<file path="config.mk">
export PLATFORM = sky130hd
export DESIGN_NAME = piso
export DESIGN_NICKNAME = d
export VERILOG_FILES = /design/src/rtl/piso.sv
export SDC_FILE = /design/constraint.sdc
export NUM_CORES = 1
export LEC_CHECK = 0
export ABC_AREA = 1
export CAP_MARGIN = 20
export CORE_MARGIN = 4
export CORE_UTILIZATION = 46
export CTS_CLUSTER_SIZE = 25
export DETAILED_ROUTE_END_ITERATION = 8
export PLACE_DENSITY_LB_ADDON = 0.08
export SLEW_MARGIN = 20
export SYNTH_ARGS = -nofsm -noshare
export SYNTH_HDL_FRONTEND = slang
export SYNTH_SLANG_ARGS = --single-unit
</file>
<file path="constraint.sdc">
create_clock -name in_clk -period 1.71 [get_ports in_clk]
set_clock_uncertainty 0.1 [all_clocks]
set_input_delay 0.171 -clock in_clk [delete_from_list [all_inputs] [get_ports in_clk]]
set_output_delay 0.171 -clock in_clk [all_outputs]
set_load 0.005 [all_outputs]
</file>
<file path="src/rtl/piso.sv">
// Parallel-in, serial-out shift register with a valid/ready word interface.
// A word is loaded on the accept edge and shifted out one bit per clock; a new word can be
// accepted while the last bit of the current one is on the line, so words stream gap-free.
module piso #(
  parameter int unsigned BITS        = 8,
  parameter bit          SHIFT_RIGHT = 1'b1,
  parameter bit          IDLE_LEVEL  = 1'b0
) (
  input  logic            in_clk,
  input  logic            in_rst,
  input  logic [BITS-1:0] in_parallel,
  input  logic            in_valid,
  output logic            out_ready,
  output logic            out_serial,
  output logic            out_bit_valid,
  output logic            out_last,
  output logic            out_busy
);

  localparam int unsigned   CntW    = (BITS > 1) ? $clog2(BITS) : 1;
  localparam logic [CntW-1:0] LastCnt = CntW'(BITS - 1);
  localparam logic [CntW-1:0] CntOne  = CntW'(1);

  typedef enum logic {StIdle, StShift} state_e;

  state_e            state_q;
  logic [BITS-1:0]   shiftreg_q;
  logic [CntW-1:0]   bitcnt_q;
  logic              serial_q;
  logic              bit_valid_q;
  logic              last_q;

  logic              on_last;
  logic              accept;
  logic              load_bit;
  logic              next_bit;
  logic [BITS-1:0]   shifted;

  // Ready while idle, or while the final bit of the current word is on the line.
  assign on_last   = (state_q == StShift) && (bitcnt_q == LastCnt);
  assign out_ready = (state_q == StIdle) || on_last;
  assign accept    = in_valid && out_ready;

  // Select the bit that leaves first on a load, and the bit that follows on a shift.
  always_comb begin
    load_bit = 1'b0;
    next_bit = 1'b0;
    shifted  = '0;
    if (SHIFT_RIGHT) begin
      load_bit = in_parallel[0];
      next_bit = shiftreg_q[1];
      shifted  = shiftreg_q >> 1;
    end else begin
      load_bit = in_parallel[BITS-1];
      next_bit = shiftreg_q[BITS-2];
      shifted  = shiftreg_q << 1;
    end
  end

  // Word FSM; all line outputs are registered here.
  always_ff @(posedge in_clk or negedge in_rst) begin
    if (!in_rst) begin
      state_q     <= StIdle;
      shiftreg_q  <= '0;
      bitcnt_q    <= '0;
      serial_q    <= IDLE_LEVEL;
      bit_valid_q <= 1'b0;
      last_q      <= 1'b0;
    end else if (accept) begin
      state_q     <= StShift;
      shiftreg_q  <= in_parallel;
      bitcnt_q    <= '0;
      serial_q    <= load_bit;
      bit_valid_q <= 1'b1;
      last_q      <= 1'b0;
    end else if (state_q == StShift) begin
      if (!on_last) begin
        shiftreg_q  <= shifted;
        bitcnt_q    <= bitcnt_q + CntOne;
        serial_q    <= next_bit;
        bit_valid_q <= 1'b1;
        last_q      <= ((bitcnt_q + CntOne) == LastCnt);
      end else begin
        state_q     <= StIdle;
        serial_q    <= IDLE_LEVEL;
        bit_valid_q <= 1'b0;
        last_q      <= 1'b0;
      end
    end
  end

  assign out_serial    = serial_q;
  assign out_bit_valid = bit_valid_q;
  assign out_last      = last_q;
  assign out_busy      = (state_q == StShift);

endmodule
</file>
==> impl_summary.txt, run 1 <==
----------------------------------------------------
[STA]
  Final critical path time including I/O delays and setup ... 1.59 ns
  Worst slew margin relative to its limit ... around four fifths
  Number of hold-slack violations in the final timing report ... 0
  Setup Total Neg Slack ... 0 ns
  Tcrit/Tclk final ... 92.9%
  Final Hold Slack ... 0.0991 ns
  Unrepaired setup endpoints after global routing ... no
  Worst slew pin tran ... 0.321 ns
  Final-report setup violation count ... 0
  Achievable frequency ... 0.630 GHz
  Final count of pins violating max slew ... 0

[Floorplanning]
  Width of the chip ... 45.8 µm
  Core Region ... approximately 1300 µm²
  Die boundary height ... roughly 46 µm
  Top Ports ... 16
  Std cell rows ... 13
  Starting utilization of the core area ... 49.8%
  Die Outline Area ... 2090 µm²

[Clocking]
  Clock input transition at the sequential cells of the worst setup and hold paths ... 0.09 ns
  Number of H-tree branching levels ... 1
  Number of sinks on the clock net ... 14
  TritonCTS clock tree ... built
  TritonCTS Buffers ... 3
  Max clock buf depth ... 2
  Cell at the root of the clock tree ... sky130_fd_sc_hd__clkbuf_4
  Clock Latency Late Sink ... around 0.28 ns
  # hold bufs at CTS ... 0

[Final layout]
  Count of filler cells inserted in the layout ... 115
  Area growth from synthesis to layout ... 35.7%
  Diode count ... 0
  Post-layout instance count excluding filler cells ... 112
  Number of nets in the finished design ... 112
  Share of cells above drive strength 1 ... 19.6%
  Final design instance area without fill ... 890 µm²

[Detailed routing]
  Routed wire length ... approximately 1300 µm
  DRC ... 0
  Wire length per cell ... 11.7 µm
  Vias ... 549
  Iteration count of the initial detailed-routing pass ... 4
  Via density per instance ... 4.90
  Antenna Nets Post-Route ... 0
  Iter 0 DRT Violations ... 5

[GRT]
  Via count of the first global-routing pass ... 532
  GRT Total Usage ... 15.7%
  Global-route wire length before repair ... 2250 µm
  Met3 demand-to-capacity share in global routing ... 3.56%
  Global routing's busiest layer ... met2
  Global routing usage on met2 ... 25.9%
  Pin count of the biggest net entering global routing ... 15
  Final global-route overflow total ... 0
  GR Layer Usage met1 ... 18.8%
  Number of antenna violations at the first check in global routing ... 0

[Worst setup path]
  Max stage delay on crit path ... 0.39 ns
  Worst path required time ... between 1.5 and 2 ns
  Startpoint of the most critical register-to-register path ... bitcnt_q[0]
  Category of cells accounting for the largest share of critical-path delay ... simple AND/OR/NAND/NOR gates
  Reg2Reg Setup Slack ... 0.12 ns
  Critical Path Source ... bitcnt_q[0]
  Maximum net fanout on the critical path ... 10
  Chain of cells forming the critical path ... ha_1 > ha_1 > buf_4 > nor2_8 > nor2_2 > nand2_1 > nand3_1
  Kind of start point of the critical path ... flop
  Cell with the largest stage delay on the worst path ... sky130_fd_sc_hd__dfrtp_1
  CP bufs+invs ... 1
  Type of the worst setup path ... reg2reg
  CP most frequent cell ... sky130_fd_sc_hd__ha_1
  Worst Path Arrival ... ~1.7 ns
  Critical Path Sink Type ... flop

[Placed design]
  # port buffers ... 15
  Area post-placement ... 836 µm²
  Placer congestion estimate ... 0.742
  HPWL Detailed ... 917 µm
  Cell count after placement ... 105

[Synth]
  Syn avg cell area ... 8.98 µm²
  Most used standard cells in the synthesized netlist ... 31 x sky130_fd_sc_hd__nand2_1, 14 x sky130_fd_sc_hd__dfrtp_1, 9 x sky130_fd_sc_hd__nand3_1
  Synth area leaders ... sky130_fd_sc_hd__dfrtp_1 53%, sky130_fd_sc_hd__nand2_1 18%, sky130_fd_sc_hd__nand3_1 6.9%
  Netlist Area Pre-Place ... 656 µm²
  Top cell type by total area after synthesis ... sky130_fd_sc_hd__dfrtp_1
  Number of instances in the synthesized netlist ... 73
  Primary FF master, synth ... sky130_fd_sc_hd__dfrtp_1
  Area share of the largest cell type after synthesis ... between 50 and 60%
  Post-Synthesis Net Count ... 87
  Yosys warning count ... 0
  Most instantiated library cell after synthesis ... sky130_fd_sc_hd__nand2_1
  Proportion of register bits with asynchronous set or reset after synthesis ... 100%
  Fraction of the yosys area taken by sequential cells ... 53.4%
  Number of enable flip-flop cells after synthesis ... 0
  Number of storage elements in the synthesis netlist ... 14
  Synth cell types ... 15

[Job]
  Max capacitance violation total ... 0

[Power and ir drop]
  Leakage power ... 0.000449 µW
  Design internal power ... 874 µW
  Logic gate share of total power ... 42.5%
  Peak supply drop ... 0.000931 V
  P per Cell Area ... around 1500 nW/µm²
  Sequential fraction of design power ... 39.9%
  Part of the power in the clock network ... 17.6%
  Switching share of power ... between 30% and 40%
  Sw Pwr ... 471 µW
  PnR Total Power ... 1340 µW

[Hold path]
  Worst Hold Class ... in2async

[Run status]
  Outcome ... finished clean

----------------------------------------------------
cells by family (layout without fill, tap and decap cells):
| logic type | count (synthesis) | count (layout) | synth area share [%] |
|---|---|---|---|
| compound gates | 3 | 3 | 2.29 |
| simple gates | 46 | 46 | 33.4 |
| buf+inv | 7 | 31 | 5.15 |
| fa+ha+maj | 3 | 3 | 5.73 |
| flops | 14 | 14 | 53.4 |
sequential cells by signal (all words and copies together) (netlist names):
| name | flops |
|---|---|
| bitcnt_q | 3 |
| out_bit_valid | 1 |
| out_busy | 1 |
| out_last | 1 |
| out_serial | 1 |
| shiftreg_q | 7 |
worst register-to-register path: stages (launching register included):
cell,delay [ns]
sky130_fd_sc_hd__dfrtp_1,0.39
sky130_fd_sc_hd__ha_1,0.20
sky130_fd_sc_hd__ha_1,0.19
sky130_fd_sc_hd__buf_4,0.15
sky130_fd_sc_hd__nor2_8,0.18
sky130_fd_sc_hd__nor2_2,0.12
sky130_fd_sc_hd__nand2_1,0.07
sky130_fd_sc_hd__nand3_1,0.07
per-stage QoR:
step | setup slack, ns | util (%)
after floorplan | 0.198 | -
after global placement | 0.102 | 63.4
after detailed placement | 0.0876 | 63.4
after CTS | 0.0355 | 67.3
after global routing | 0.0119 | 67.5
final | 0.121 | 67.5
power groups by stage:
stage | logic (µW) | registers, µW | clock network (µW)
2_1_floorplan | 327 | 534 | 0
3_3_place_gp | 516 | 547 | 0
3_5_place_dp | 523 | 550 | 0
4_1_cts | 565 | 534 | 250
5_1_grt | 659 | 555 | 268
6_report | 572 | 536 | 237
what timing repair did:
action                     in CTS  in global routing
setup endpoints to repair       1                  1
buffers inserted                2                  1
gates resized for setup         2                  1
layout by cell type, fill, tap and decap left out:
cell and n:
sky130_fd_sc_hd__nand2_1 31, sky130_fd_sc_hd__dfrtp_1 14, sky130_fd_sc_hd__clkdlybuf4s50_1 14, sky130_fd_sc_hd__nand3_1 9
sky130_fd_sc_hd__buf_4 6, sky130_fd_sc_hd__inv_1 3, sky130_fd_sc_hd__inv_2 3, sky130_fd_sc_hd__ha_1 3
sky130_fd_sc_hd__clkbuf_4 3, sky130_fd_sc_hd__o21ai_0 2, sky130_fd_sc_hd__nor2_8 1, sky130_fd_sc_hd__nor2_4 1
sky130_fd_sc_hd__nor2_2 1, sky130_fd_sc_hd__nor2_1 1, sky130_fd_sc_hd__a21oi_1 1, sky130_fd_sc_hd__nand2_2 1
sky130_fd_sc_hd__nand3_2 1, sky130_fd_sc_hd__clkbuf_8 1, sky130_fd_sc_hd__clkbuf_2 1
final cells by class:
cell class                 count  area, µm²  area share, %
multi-input combinational     52        272           30.5
clock buffer                   4       36.3           4.08
sequential                    14        350           39.4
inverter                       6       22.5           2.53
tap                           15       18.8           2.11
timing repair buffer          21        190           21.4
metal layers:
layer  part of all wire, %  vias up
li1                      -      280
met1                    43      257
met2                    50       10
met3                   6.5        2
met4                  0.92        0
met5                     0        -
worst paths after layout:
| path | endpoint | depth (start not counted) |
|---|---|---|
| worst min-delay path | out_bit_valid | 2 |
| min in group in_clk | shiftreg_q[7] | 3 |
| worst max-delay path | shiftreg_q[2] | 7 |
| max in group asynchronous | shiftreg_q[6] | 2 |
| worst max register to register | shiftreg_q[2] | 7 |
| worst min register to register | shiftreg_q[4] | 2 |
Note: power is estimated with default switching activity, not from simulation.
==> inputs of run 2 (changes only) <==
--- a/config.mk
+++ b/config.mk
@@ -11,7 +11,10 @@
 export CORE_UTILIZATION = 46
 export CTS_CLUSTER_SIZE = 25
 export DETAILED_ROUTE_END_ITERATION = 8
+export HOLD_SLACK_MARGIN = 0.03
 export PLACE_DENSITY_LB_ADDON = 0.08
+export RECOVER_POWER = 25
+export SETUP_SLACK_MARGIN = 0.02
 export SLEW_MARGIN = 20
 export SYNTH_ARGS = -nofsm -noshare
 export SYNTH_HDL_FRONTEND = slang
==> run 2 against run 1 <==
- final area is 0.42% lower
- highest routed layer unchanged
- non-clock buffer count stayed put
- sequential cell count is the same
- largest power group unchanged
- global-route usage unchanged
- largest cell class unchanged
- routed wire length is 0.23% lower
==> impl_summary.txt, run 2 (synthesis results as in run 1) <==
----------------------------------------------------
[Placed design]
  # port buffers ... 15 (unchanged)
  Setup WS pre-CTS ... 0.0876 ns (unchanged)
  Placer congestion estimate ... 0.742 (unchanged)
  HPWL Detailed ... 917 µm (unchanged)
  Cell count after placement ... 105 (unchanged)

[STA]
  Final count of pins violating max slew ... 0 (unchanged)
  Worst slew margin relative to its limit ... 49.6% (was 78.6%)
  Final-report setup violation count ... 0 (unchanged)
  Min setup slack post-route ... 0.122 ns (was 0.121 ns)
  Achievable frequency ... 0.630 GHz (about the same)
  Unrepaired setup endpoints after global routing ... no (unchanged)
  Number of hold-slack violations in the final timing report ... 0 (unchanged)
  Worst slew pin tran ... 0.756 ns (was 0.321 ns)
  Setup Total Neg Slack ... 0 ns (unchanged)
  Tcrit/Tclk final ... 92.9% (about the same)
  Final critical path time including I/O delays and setup ... 1.59 ns (about the same)

[Floorplanning]
  Starting utilization of the core area ... 49.8% (unchanged)
  Core Region ... 1320 µm² (unchanged)
  Width of the chip ... 45.8 µm (unchanged)
  Die boundary height ... 45.8 µm (unchanged)
  Die Outline Area ... 2090 µm² (unchanged)
  Top Ports ... 16 (unchanged)
  Std cell rows ... 13 (unchanged)

[Clocking]
  Number of H-tree branching levels ... 1 (unchanged)
  TritonCTS clock tree ... built (unchanged)
  Cell at the root of the clock tree ... sky130_fd_sc_hd__clkbuf_4 (unchanged)
  # hold bufs at CTS ... 0 (unchanged)
  Clock Latency Late Sink ... 0.28 ns (about the same)
  TritonCTS Buffers ... 3 (unchanged)
  Max clock buf depth ... 2 (unchanged)
  Number of sinks on the clock net ... 14 (unchanged)
  Clock input transition at the sequential cells of the worst setup and hold paths ... 0.09 ns (about the same)

[Detailed routing]
  DRC ... 0 (unchanged)
  Via density per instance ... 4.96 (was 4.90)
  Routed wire length ... 1310 µm (about the same)
  Iter 0 DRT Violations ... 5 (unchanged)
  Antenna Nets Post-Route ... 0 (unchanged)
  Vias ... 555 (was 549)
  Wire length per cell ... 11.7 µm (about the same)
  Iteration count of the initial detailed-routing pass ... 4 (unchanged)

[Worst setup path]
  CP most frequent cell ... sky130_fd_sc_hd__ha_1 (unchanged)
  Kind of start point of the critical path ... flop (unchanged)
  Critical Path Source ... bitcnt_q[0] (unchanged)
  Maximum net fanout on the critical path ... 10 (unchanged)
  Chain of cells forming the critical path ... ha_1 > ha_1 > buf_4 > nor2_8 > nor2_2 > nand2_1 > nand3_1 (unchanged)
  Startpoint of the most critical register-to-register path ... bitcnt_q[0] (unchanged)
  Cell with the largest stage delay on the worst path ... sky130_fd_sc_hd__dfrtp_1 (unchanged)
  Worst Path Arrival ... 1.65 ns (about the same)
  Category of cells accounting for the largest share of critical-path delay ... simple AND/OR/NAND/NOR gates (unchanged)
  Type of the worst setup path ... reg2reg (unchanged)
  Max stage delay on crit path ... 0.39 ns (about the same)
  Worst path required time ... 1.77 ns (about the same)
  CP bufs+invs ... 1 (unchanged)
  Critical Path Sink Type ... flop (unchanged)

[Final layout]
  Max FFs per register ... 7 (unchanged)
  Number of nets in the finished design ... 112 (unchanged)
  Most common library cell in the layout ignoring fill and taps ... sky130_fd_sc_hd__nand2_1 (unchanged)
  Diode count ... 0 (unchanged)
  Largest registers ... shiftreg_q: 7 flops, bitcnt_q: 3 flops (unchanged)
  Share of cells above drive strength 1 ... 18.6% (was 19.6%)
  Area growth from synthesis to layout ... 35.1% (was 35.7%)
  Highest-count cells in the layout ignoring fill and taps ... 31 x sky130_fd_sc_hd__nand2_1, 14 x sky130_fd_sc_hd__dfrtp_1, 13 x sky130_fd_sc_hd__clkdlybuf4s50_1, 9 x sky130_fd_sc_hd__nand3_1, 5 x sky130_fd_sc_hd__buf_4 (was 31 x sky130_fd_sc_hd__nand2_1, 14 x sky130_fd_sc_hd__dfrtp_1, 14 x sky130_fd_sc_hd__clkdlybuf4s50_1, 9 x sky130_fd_sc_hd__nand3_1, 6 x sky130_fd_sc_hd__buf_4)
  Biggest register ... shiftreg_q (unchanged)
  Count of filler cells inserted in the layout ... 117 (was 115)
  Post-layout instance count excluding filler cells ... 112 (unchanged)

[GRT]
  Number of antenna violations at the first check in global routing ... 0 (unchanged)
  Final global-route overflow total ... 0 (unchanged)
  Via count of the first global-routing pass ... 532 (unchanged)
  GRT Total Usage ... 15.7% (unchanged)
  Global-route wire length before repair ... 2250 µm (unchanged)
  Pin count of the biggest net entering global routing ... 15 (unchanged)

[Job]
  Max capacitance violation total ... 0 (unchanged)

[Power and ir drop]
  P per Cell Area ... 1520 nW/µm² (was 1510 nW/µm²)
  Peak supply drop ... 0.000929 V (was 0.000931 V)
  Leakage power ... 0.000446 µW (was 0.000449 µW)

[Run status]
  Outcome ... finished clean (unchanged)

[Hold path]
  Worst Hold Class ... in2reg (was in2async)
  Hold Startpoint ... in_parallel[7]

----------------------------------------------------
run 2: final timing paths:
check,cells after the start,end,slack (ns)
setup / recovery,7,shiftreg_q[2],0.12
hold / removal,3,shiftreg_q[7],0.33
setup reg to reg,7,shiftreg_q[2],0.12
hold reg to reg,2,shiftreg_q[4],0.39
max in group asynchronous,2,shiftreg_q[6],0.67
min in group asynchronous,2,out_bit_valid,0.37
run 2: per-stage QoR:
step	area (µm²)	util [%]	hold slack [ns]	total power, µW
detailed placement	836	63.4	0.366	1070
global placement	836	63.4	0.357	1060
global route	886	67.2	0.340	1480
CTS	887	67.3	0.0949	1350
floorplan	656	-	-0.225	860
finish	886	67.2	0.326	1340
run 2: final cells by class:
type | instances | area (µm²) | area share (%)
Tap cell | 15 | 18.8 | 2.12
Multi-Input combinational cell | 52 | 272 | 30.6
Clock buffer | 4 | 36.3 | 4.10
Inverter | 6 | 22.5 | 2.54
Timing Repair Buffer | 21 | 186 | 21.0
Sequential cell | 14 | 350 | 39.5
run 2: what timing repair did:
action,CTS,global route
resized for setup,2,1
setup buffers,2,1
setup endpoints to repair,1,8
run 2: power breakdown:
part | internal [µW] | switching, µW | total (µW) | leakage [µW]
sequential | 460 | 76.1 | 536 | 0.000175
clock | 129 | 108 | 237 | 0.0000210
combinational | 283 | 286 | 570 | 0.000250
run 2: worst min-delay path, cell delays in order:
cell and delay, ns:
sky130_fd_sc_hd__clkdlybuf4s50_1 0.39, sky130_fd_sc_hd__nand2_1 0.06, sky130_fd_sc_hd__nand2_1 0.05
run 2: per-layer routing:
| metal | wire length (µm) | global-route usage (%) | vias up |
|---|---|---|---|
| li1 | - | - | 281 |
| met1 | 557 | 18.8 | 262 |
| met2 | 651 | 25.9 | 10 |
| met3 | 85 | 3.56 | 2 |
| met4 | 12 | 8.52 | 0 |
| met5 | 0 | 0 | - |
==> inputs of run 3 (changes only) <==
--- a/config.mk
+++ b/config.mk
@@ -15,6 +15,7 @@
 export PLACE_DENSITY_LB_ADDON = 0.08
 export RECOVER_POWER = 25
 export SETUP_SLACK_MARGIN = 0.02
+export SKIP_LAST_GASP = 1
 export SLEW_MARGIN = 20
 export SYNTH_ARGS = -nofsm -noshare
 export SYNTH_HDL_FRONTEND = slang
==> results of run 3 <==
Final layout, timing and power as in run 2 (identical DEF).
